`config.mk`:
```
export PLATFORM = sky130hd
export DESIGN_NAME = cache_trace_profiler
export DESIGN_NICKNAME = d
export VERILOG_FILES = /design/src/rtl/cache_prof_pkg.sv /design/src/rtl/cache_prof_tag_array.sv /design/src/rtl/cache_trace_profiler.sv
export SDC_FILE = /design/constraint.sdc
export NUM_CORES = 1
export LEC_CHECK = 0
export BUFFER_PORTS_ARGS = -buffer_cell sky130_fd_sc_hd__buf_2
export CELL_PAD_IN_SITES_DETAIL_PLACEMENT = 0
export CELL_PAD_IN_SITES_GLOBAL_PLACEMENT = 1
export CORE_AREA = 4 4 164 285
export CTS_CLUSTER_DIAMETER = 200
export DETAILED_ROUTE_END_ITERATION = 10
export DIE_AREA = 0 0 168 289
export MAX_ROUTING_LAYER = met4
export PLACE_DENSITY = 0.8
export SYNTH_ARGS = -nofsm -noshare
export SYNTH_HDL_FRONTEND = slang
export SYNTH_HIERARCHICAL = 1
export SYNTH_SLANG_ARGS = --single-unit
```
`constraint.sdc`:
```
create_clock -name clk_i -period 14.9 [get_ports clk_i]
set_input_delay 2.98 -clock clk_i [delete_from_list [all_inputs] [get_ports clk_i]]
set_output_delay 2.98 -clock clk_i [all_outputs]
set_load 0.05 [all_outputs]
```
`src/rtl/cache_prof_pkg.sv`:
```
// Shared types and address-split helpers for the cache trace profiler.
package cache_prof_pkg;

   localparam int unsigned ADDR_W_DEF = 32;

   typedef enum logic {READY, STALL} state_e;

   function automatic int unsigned offset_w(input int unsigned block_bytes);
      return $clog2(block_bytes);
   endfunction

   function automatic int unsigned index_w(input int unsigned sets);
      return $clog2(sets);
   endfunction

   function automatic int unsigned tag_w(input int unsigned addr_w, input int unsigned block_bytes,
                                         input int unsigned sets);
      return addr_w - offset_w(block_bytes) - index_w(sets);
   endfunction

endpackage

```
`src/rtl/cache_prof_tag_array.sv`:
```
// Direct-mapped tag store: combinational read, synchronous write, synchronous clear of valid bits.
module cache_prof_tag_array #(
   parameter int unsigned SETS  = 16,
   parameter int unsigned TAG_W = 23
) (
   input  logic                    clk,
   input  logic                    clr,
   input  logic [$clog2(SETS)-1:0] rd_index,
   output logic [TAG_W-1:0]        rd_tag,
   output logic                    rd_valid,
   input  logic                    wr_en,
   input  logic [$clog2(SETS)-1:0] wr_index,
   input  logic [TAG_W-1:0]        wr_tag
);

   logic [TAG_W-1:0] tags [SETS];
   logic [SETS-1:0]  valid_q;

   always_ff @(posedge clk) begin
      if (clr) begin
         valid_q <= '0;
      end else if (wr_en) begin
         valid_q[wr_index] <= 1'b1;
      end
   end

   // Tags need no reset; a line is only trusted once its valid bit is set.
   always_ff @(posedge clk) begin
      if (wr_en) begin
         tags[wr_index] <= wr_tag;
      end
   end

   assign rd_tag   = tags[rd_index];
   assign rd_valid = valid_q[rd_index];

endmodule

```
`src/rtl/cache_trace_profiler.sv`:
```
// Direct-mapped cache behaviour monitor with hit/miss counters.
// Optional miss-stall model enabled by defining CACHE_PROF_MISS_STALL_EN.
module cache_trace_profiler
   import cache_prof_pkg::*;
#(
   parameter int unsigned ADDR_W       = ADDR_W_DEF,
   parameter int unsigned BLOCK_BYTES  = 32,
   parameter int unsigned SETS         = 16,
   parameter int unsigned CNT_W        = 32,
   parameter int unsigned MISS_PENALTY = 4
) (
   input  logic              clk_i,
   input  logic              rst_i,
   input  logic              clr_i,
   input  logic              req_valid_i,
   output logic              req_ready_o,
   input  logic [ADDR_W-1:0] req_addr_i,
   output logic              hit_o,
   output logic              miss_o,
   output logic [CNT_W-1:0]  access_cnt_o,
   output logic [CNT_W-1:0]  hit_cnt_o,
   output logic [CNT_W-1:0]  miss_cnt_o
);

   localparam int unsigned OFFSET_W = offset_w(BLOCK_BYTES);
   localparam int unsigned INDEX_W  = index_w(SETS);
   localparam int unsigned TAG_W    = tag_w(ADDR_W, BLOCK_BYTES, SETS);

   logic               flush;
   logic               accept;
   logic               lookup_hit;
   logic [INDEX_W-1:0] index;
   logic [TAG_W-1:0]   tag;
   logic [TAG_W-1:0]   rd_tag;
   logic               rd_valid;
   logic               unused_offset;

   logic               hit_q, miss_q;
   logic [CNT_W-1:0]   access_cnt_q, hit_cnt_q, miss_cnt_q;

   assign flush         = rst_i || clr_i;
   assign index         = req_addr_i[OFFSET_W +: INDEX_W];
   assign tag           = req_addr_i[ADDR_W-1 -: TAG_W];
   assign unused_offset = ^req_addr_i[OFFSET_W-1:0];
   assign accept        = req_valid_i && req_ready_o;
   assign lookup_hit    = rd_valid && (rd_tag == tag);

   cache_prof_tag_array #(
      .SETS  (SETS),
      .TAG_W (TAG_W)
   ) u_tag_array (
      .clk      (clk_i),
      .clr      (flush),
      .rd_index (index),
      .rd_tag   (rd_tag),
      .rd_valid (rd_valid),
      .wr_en    (accept && !lookup_hit),
      .wr_index (index),
      .wr_tag   (tag)
   );

`ifdef CACHE_PROF_MISS_STALL_EN
   localparam int unsigned STALL_W = (MISS_PENALTY > 1) ? $clog2(MISS_PENALTY) : 1;

   state_e             state_q;
   logic [STALL_W-1:0] stall_cnt_q;

   always_ff @(posedge clk_i) begin
      if (flush) begin
         state_q     <= READY;
         stall_cnt_q <= '0;
      end else begin
         case (state_q)
            READY: begin
               if (accept && !lookup_hit) begin
                  state_q     <= STALL;
                  stall_cnt_q <= STALL_W'(MISS_PENALTY - 1);
               end
            end
            STALL: begin
               if (stall_cnt_q == '0) begin
                  state_q <= READY;
               end else begin
                  stall_cnt_q <= stall_cnt_q - 1'b1;
               end
            end
            default: state_q <= READY;
         endcase
      end
   end

   assign req_ready_o = !flush && (state_q == READY);
`else
   logic unused_penalty;
   assign unused_penalty = ^MISS_PENALTY;
   assign req_ready_o    = !flush;
`endif

   function automatic logic [CNT_W-1:0] sat_inc(input logic [CNT_W-1:0] v);
      return (v == '1) ? v : v + CNT_W'(1);
   endfunction

   always_ff @(posedge clk_i) begin
      if (flush) begin
         hit_q        <= 1'b0;
         miss_q       <= 1'b0;
         access_cnt_q <= '0;
         hit_cnt_q    <= '0;
         miss_cnt_q   <= '0;
      end else begin
         hit_q  <= accept && lookup_hit;
         miss_q <= accept && !lookup_hit;
         if (accept) begin
            access_cnt_q <= sat_inc(access_cnt_q);
            if (lookup_hit) begin
               hit_cnt_q <= sat_inc(hit_cnt_q);
            end else begin
               miss_cnt_q <= sat_inc(miss_cnt_q);
            end
         end
      end
   end

   assign hit_o        = hit_q;
   assign miss_o       = miss_q;
   assign access_cnt_o = access_cnt_q;
   assign hit_cnt_o    = hit_cnt_q;
   assign miss_cnt_o   = miss_cnt_q;

endmodule
```
==> run_results.csv <==
group,metric,value,unit
finish,fin_area,0.02257,sq mm
synth,synthesis.area_per_instance,15.35,sq um
routing,drtAntennaViolNets,0,
synth,ys_seq_elements,482,
global_routing,grt_util_met3,2.689,%
finish,most-common-layout-cells,"sky130_fd_sc_hd__edfxtp_1 (368), sky130_fd_sc_hd__buf_2 (127), sky130_fd_sc_hd__dfxtp_1 (114)",
clocking,count_of_hold_fix_buffers_inserted_at_cts,0,
floorplan,fp.coreArea,0.04429,sq mm
floorplan,num_rows,102,
clocking,clk_latency,0.57,ns
clocking,postCtsSetupBuffers,0,
global_routing,global_route.usage.total,19.86,%
clocking,clk_tree_root_cell,"sky130_fd_sc_hd__clkbuf_16",
finish,mostFrequentLayoutCell,"sky130_fd_sc_hd__edfxtp_1",
timing,finalCritPeriodShare,50.04,%
clocking,tritoncts,"built",
flow_run,drv_cap,0,
placement,port_buffers,129,
floorplan,die_h,289,um
placement,detailedPlacementHpwl,28710,um
setup_path,arrival,7.71,ns
routing,dr.pass1.iters,5,
timing,fmaxAchievable,134.1,MHz
routing,viasPerCell,5.912,
timing,relative_slew_margins,38.58,%
placement,dpl_worst_slack,6.695,ns
placement,dpl.cell_count,1945,
clocking,cts_buffer_count,44,
routing,drt_wl_total,47000,um
timing,setup_violations,0,
timing,totalNegativeSetupSlack,0,ns
timing,fin_skew,0.02329,ns
clocking,cts-htree-levels,2,
global_routing,antenna_found_initial,4,
clocking,cts.clk_slew.worst_paths,0.06,ns
setup_path,timing.critical_path.required,15.16,ns
finish,drive_gt1_share,23.95,%
floorplan,floorplan.die.width,168,um
routing,detail_route.drc_violations,0,
synth,seq_area_frac_synth,67.34,%
timing,worst_slew_pin_slew,0.9213,ns
synth,yosysUniqueCellTypes,57,
synth,syn-instance-count,1290,
global_routing,global_route.overflow_total,0,
global_routing,grt.met1_usage,21.92,%
timing,final_period_minus_worst_setup_slack,7.455,ns
clocking,cts_repair_resize_count,0,
global_routing,grt_start_max_net_pins,74,
setup_path,endpoint_kind,"register",
power_and_ir_drop,static-leakage-power,7.409,nW
floorplan,num_io_pins,135,
timing,timing_hold_violations_final,0,
synth,ys_async_sr_fraction,0,%
power_and_ir_drop,power.density,120.8,mW/mm^2
synth,synth_flop_cell,"sky130_fd_sc_hd__edfxtp_1",
setup_path,worst-setup-path-type,"in -> reg",
power_and_ir_drop,peakVddDrop,0.07703,mV
floorplan,dieArea,0.04855,sq mm
finish,layout_nets,1458,
setup_path,startpoint_type,"primary input",
global_routing,grt_first_pass_wirelength,72720,um
run_status,result_of_the_run,"finished clean",
global_routing,grt.met2_usage,36.94,%
timing,setup_ws,7.445,ns
finish,area_growth,14.01,%
placement,finalWeightedCongestion,0.7932,
finish,layoutNonFillerInstCount,2027,
synth,synthesis.area,0.01980,sq mm
floorplan,floorplan.initialDensity,44.71,%
global_routing,via_count_of_the_first_global_routing_pass,12170,
synth,synthesis.nets,1329,
finish,fin_util,50.97,%
routing,route.detailed.wl_per_inst,23.19,um
global_routing,grt-busiest-layer,"met2",
clocking,clock_path_buffers,3,
synth,synth_warnings,6,
timing,rsz0062_at_grt,"false",
timing,timing_max_transition_violations_final,0,
setup_path,cp_max_fo,67,
synth,edff_count_synth,368,
clocking,clkSinkCount,482,
hold_path,min-delay-path-class,"reg -> reg",
placement,placed_area,0.02109,sq mm
routing,dr.first_iter.drc_count,843,
routing,via_count,11980,
[synth_stat cells (29+ instances only)]
cell	number	area (sq um)
sky130_fd_sc_hd__a21oi_1	45	225.2
sky130_fd_sc_hd__a22oi_1	48	360.4
sky130_fd_sc_hd__clkbuf_1	43	161.4
sky130_fd_sc_hd__dfxtp_1	114	2282
sky130_fd_sc_hd__edfxtp_1	368	11050
sky130_fd_sc_hd__mux4_2	96	2162
sky130_fd_sc_hd__nand2_1	91	341.6
sky130_fd_sc_hd__nand3_1	45	225.2
sky130_fd_sc_hd__nand4_1	42	262.8
sky130_fd_sc_hd__nor2_1	64	240.2
sky130_fd_sc_hd__or4_1	29	217.7
sky130_fd_sc_hd__xor2_1	39	341.6
[cell type report]
| cell class | instances | area, sq um |
|---|---|---|
| antenna | 2 | 5.005 |
| clock buffer | 55 | 1164 |
| clock inverter | 25 | 314.1 |
| fill | 3637 | 21710 |
| inverter | 8 | 35.03 |
| multi-input combinational | 725 | 6135 |
| sequential | 482 | 13330 |
| tap | 572 | 715.7 |
| timing repair buffer | 158 | 872.1 |
[through the flow]
stage	power (mW)	hold slack (ns)
global placement	1.600	0.4429
detailed placement	1.603	0.4585
global route	2.821	0.5054
floorplan	1.557	0.4315
finish	2.727	0.4700
CTS	2.754	0.4744
[where the power goes]
part	internal (mW)	switching, mW
clock network	0.663	0.492
registers	1.45	0.00218
logic	0.0426	0.0762
[logic make-up after synthesis]
logic type / share of synthesized area [%]
adders and majority gates: 0.1896
and+or+nand+nor: 10.99
DFF: 67.34
buffers and inverters: 1.997
muxes: 11.88
xor gates and xnor gates: 2.079
AOI/OAI and AO/OA: 5.523
[final timing paths]
path                                               from                 endpoint  slack (ns)  cells after the start
worst min-delay path             u_tag_array/valid_q[1]   u_tag_array/valid_q[1]        0.47                      2
worst max-delay path                      req_addr_i[5]  u_tag_array/tags[0][20]        7.44                     14
worst max register to register  u_tag_array/tags[3][21]  u_tag_array/tags[0][20]       10.98                     12
worst min register to register   u_tag_array/valid_q[1]   u_tag_array/valid_q[1]        0.47                      2
[worst max-delay path, stage by stage]
cell,delay (ns)
sky130_fd_sc_hd__buf_6,0.60
sky130_fd_sc_hd__buf_4,0.83
sky130_fd_sc_hd__mux4_2,0.60
sky130_fd_sc_hd__a22oi_1,0.24
sky130_fd_sc_hd__nand2_1,0.09
sky130_fd_sc_hd__xor2_1,0.18
sky130_fd_sc_hd__nor4_1,0.52
sky130_fd_sc_hd__nand4_1,0.26
sky130_fd_sc_hd__o21ai_0,0.23
sky130_fd_sc_hd__buf_4,0.21
sky130_fd_sc_hd__inv_1,0.15
sky130_fd_sc_hd__or3b_1,0.32
sky130_fd_sc_hd__nor3_2,0.05
sky130_fd_sc_hd__buf_4,0.29
[registers in the layout, summed over array words and instances (netlist names)]
register,cells
access_cnt_o,32
hit_cnt_o,32
hit_o,1
miss_cnt_o,32
miss_o,1
u_tag_array/tags,368
u_tag_array/valid_q,16
[per-layer routing]
metal  wire length, um  share of wire (%)  up-vias
met1             16710                 36     6071
met4              1466                3.1        0
met5                 0                  0        -
met3              2528                5.4       96
met2             26290                 56      394
li1                  -                  -     5423
Note: power is estimated with default switching activity, not from simulation.
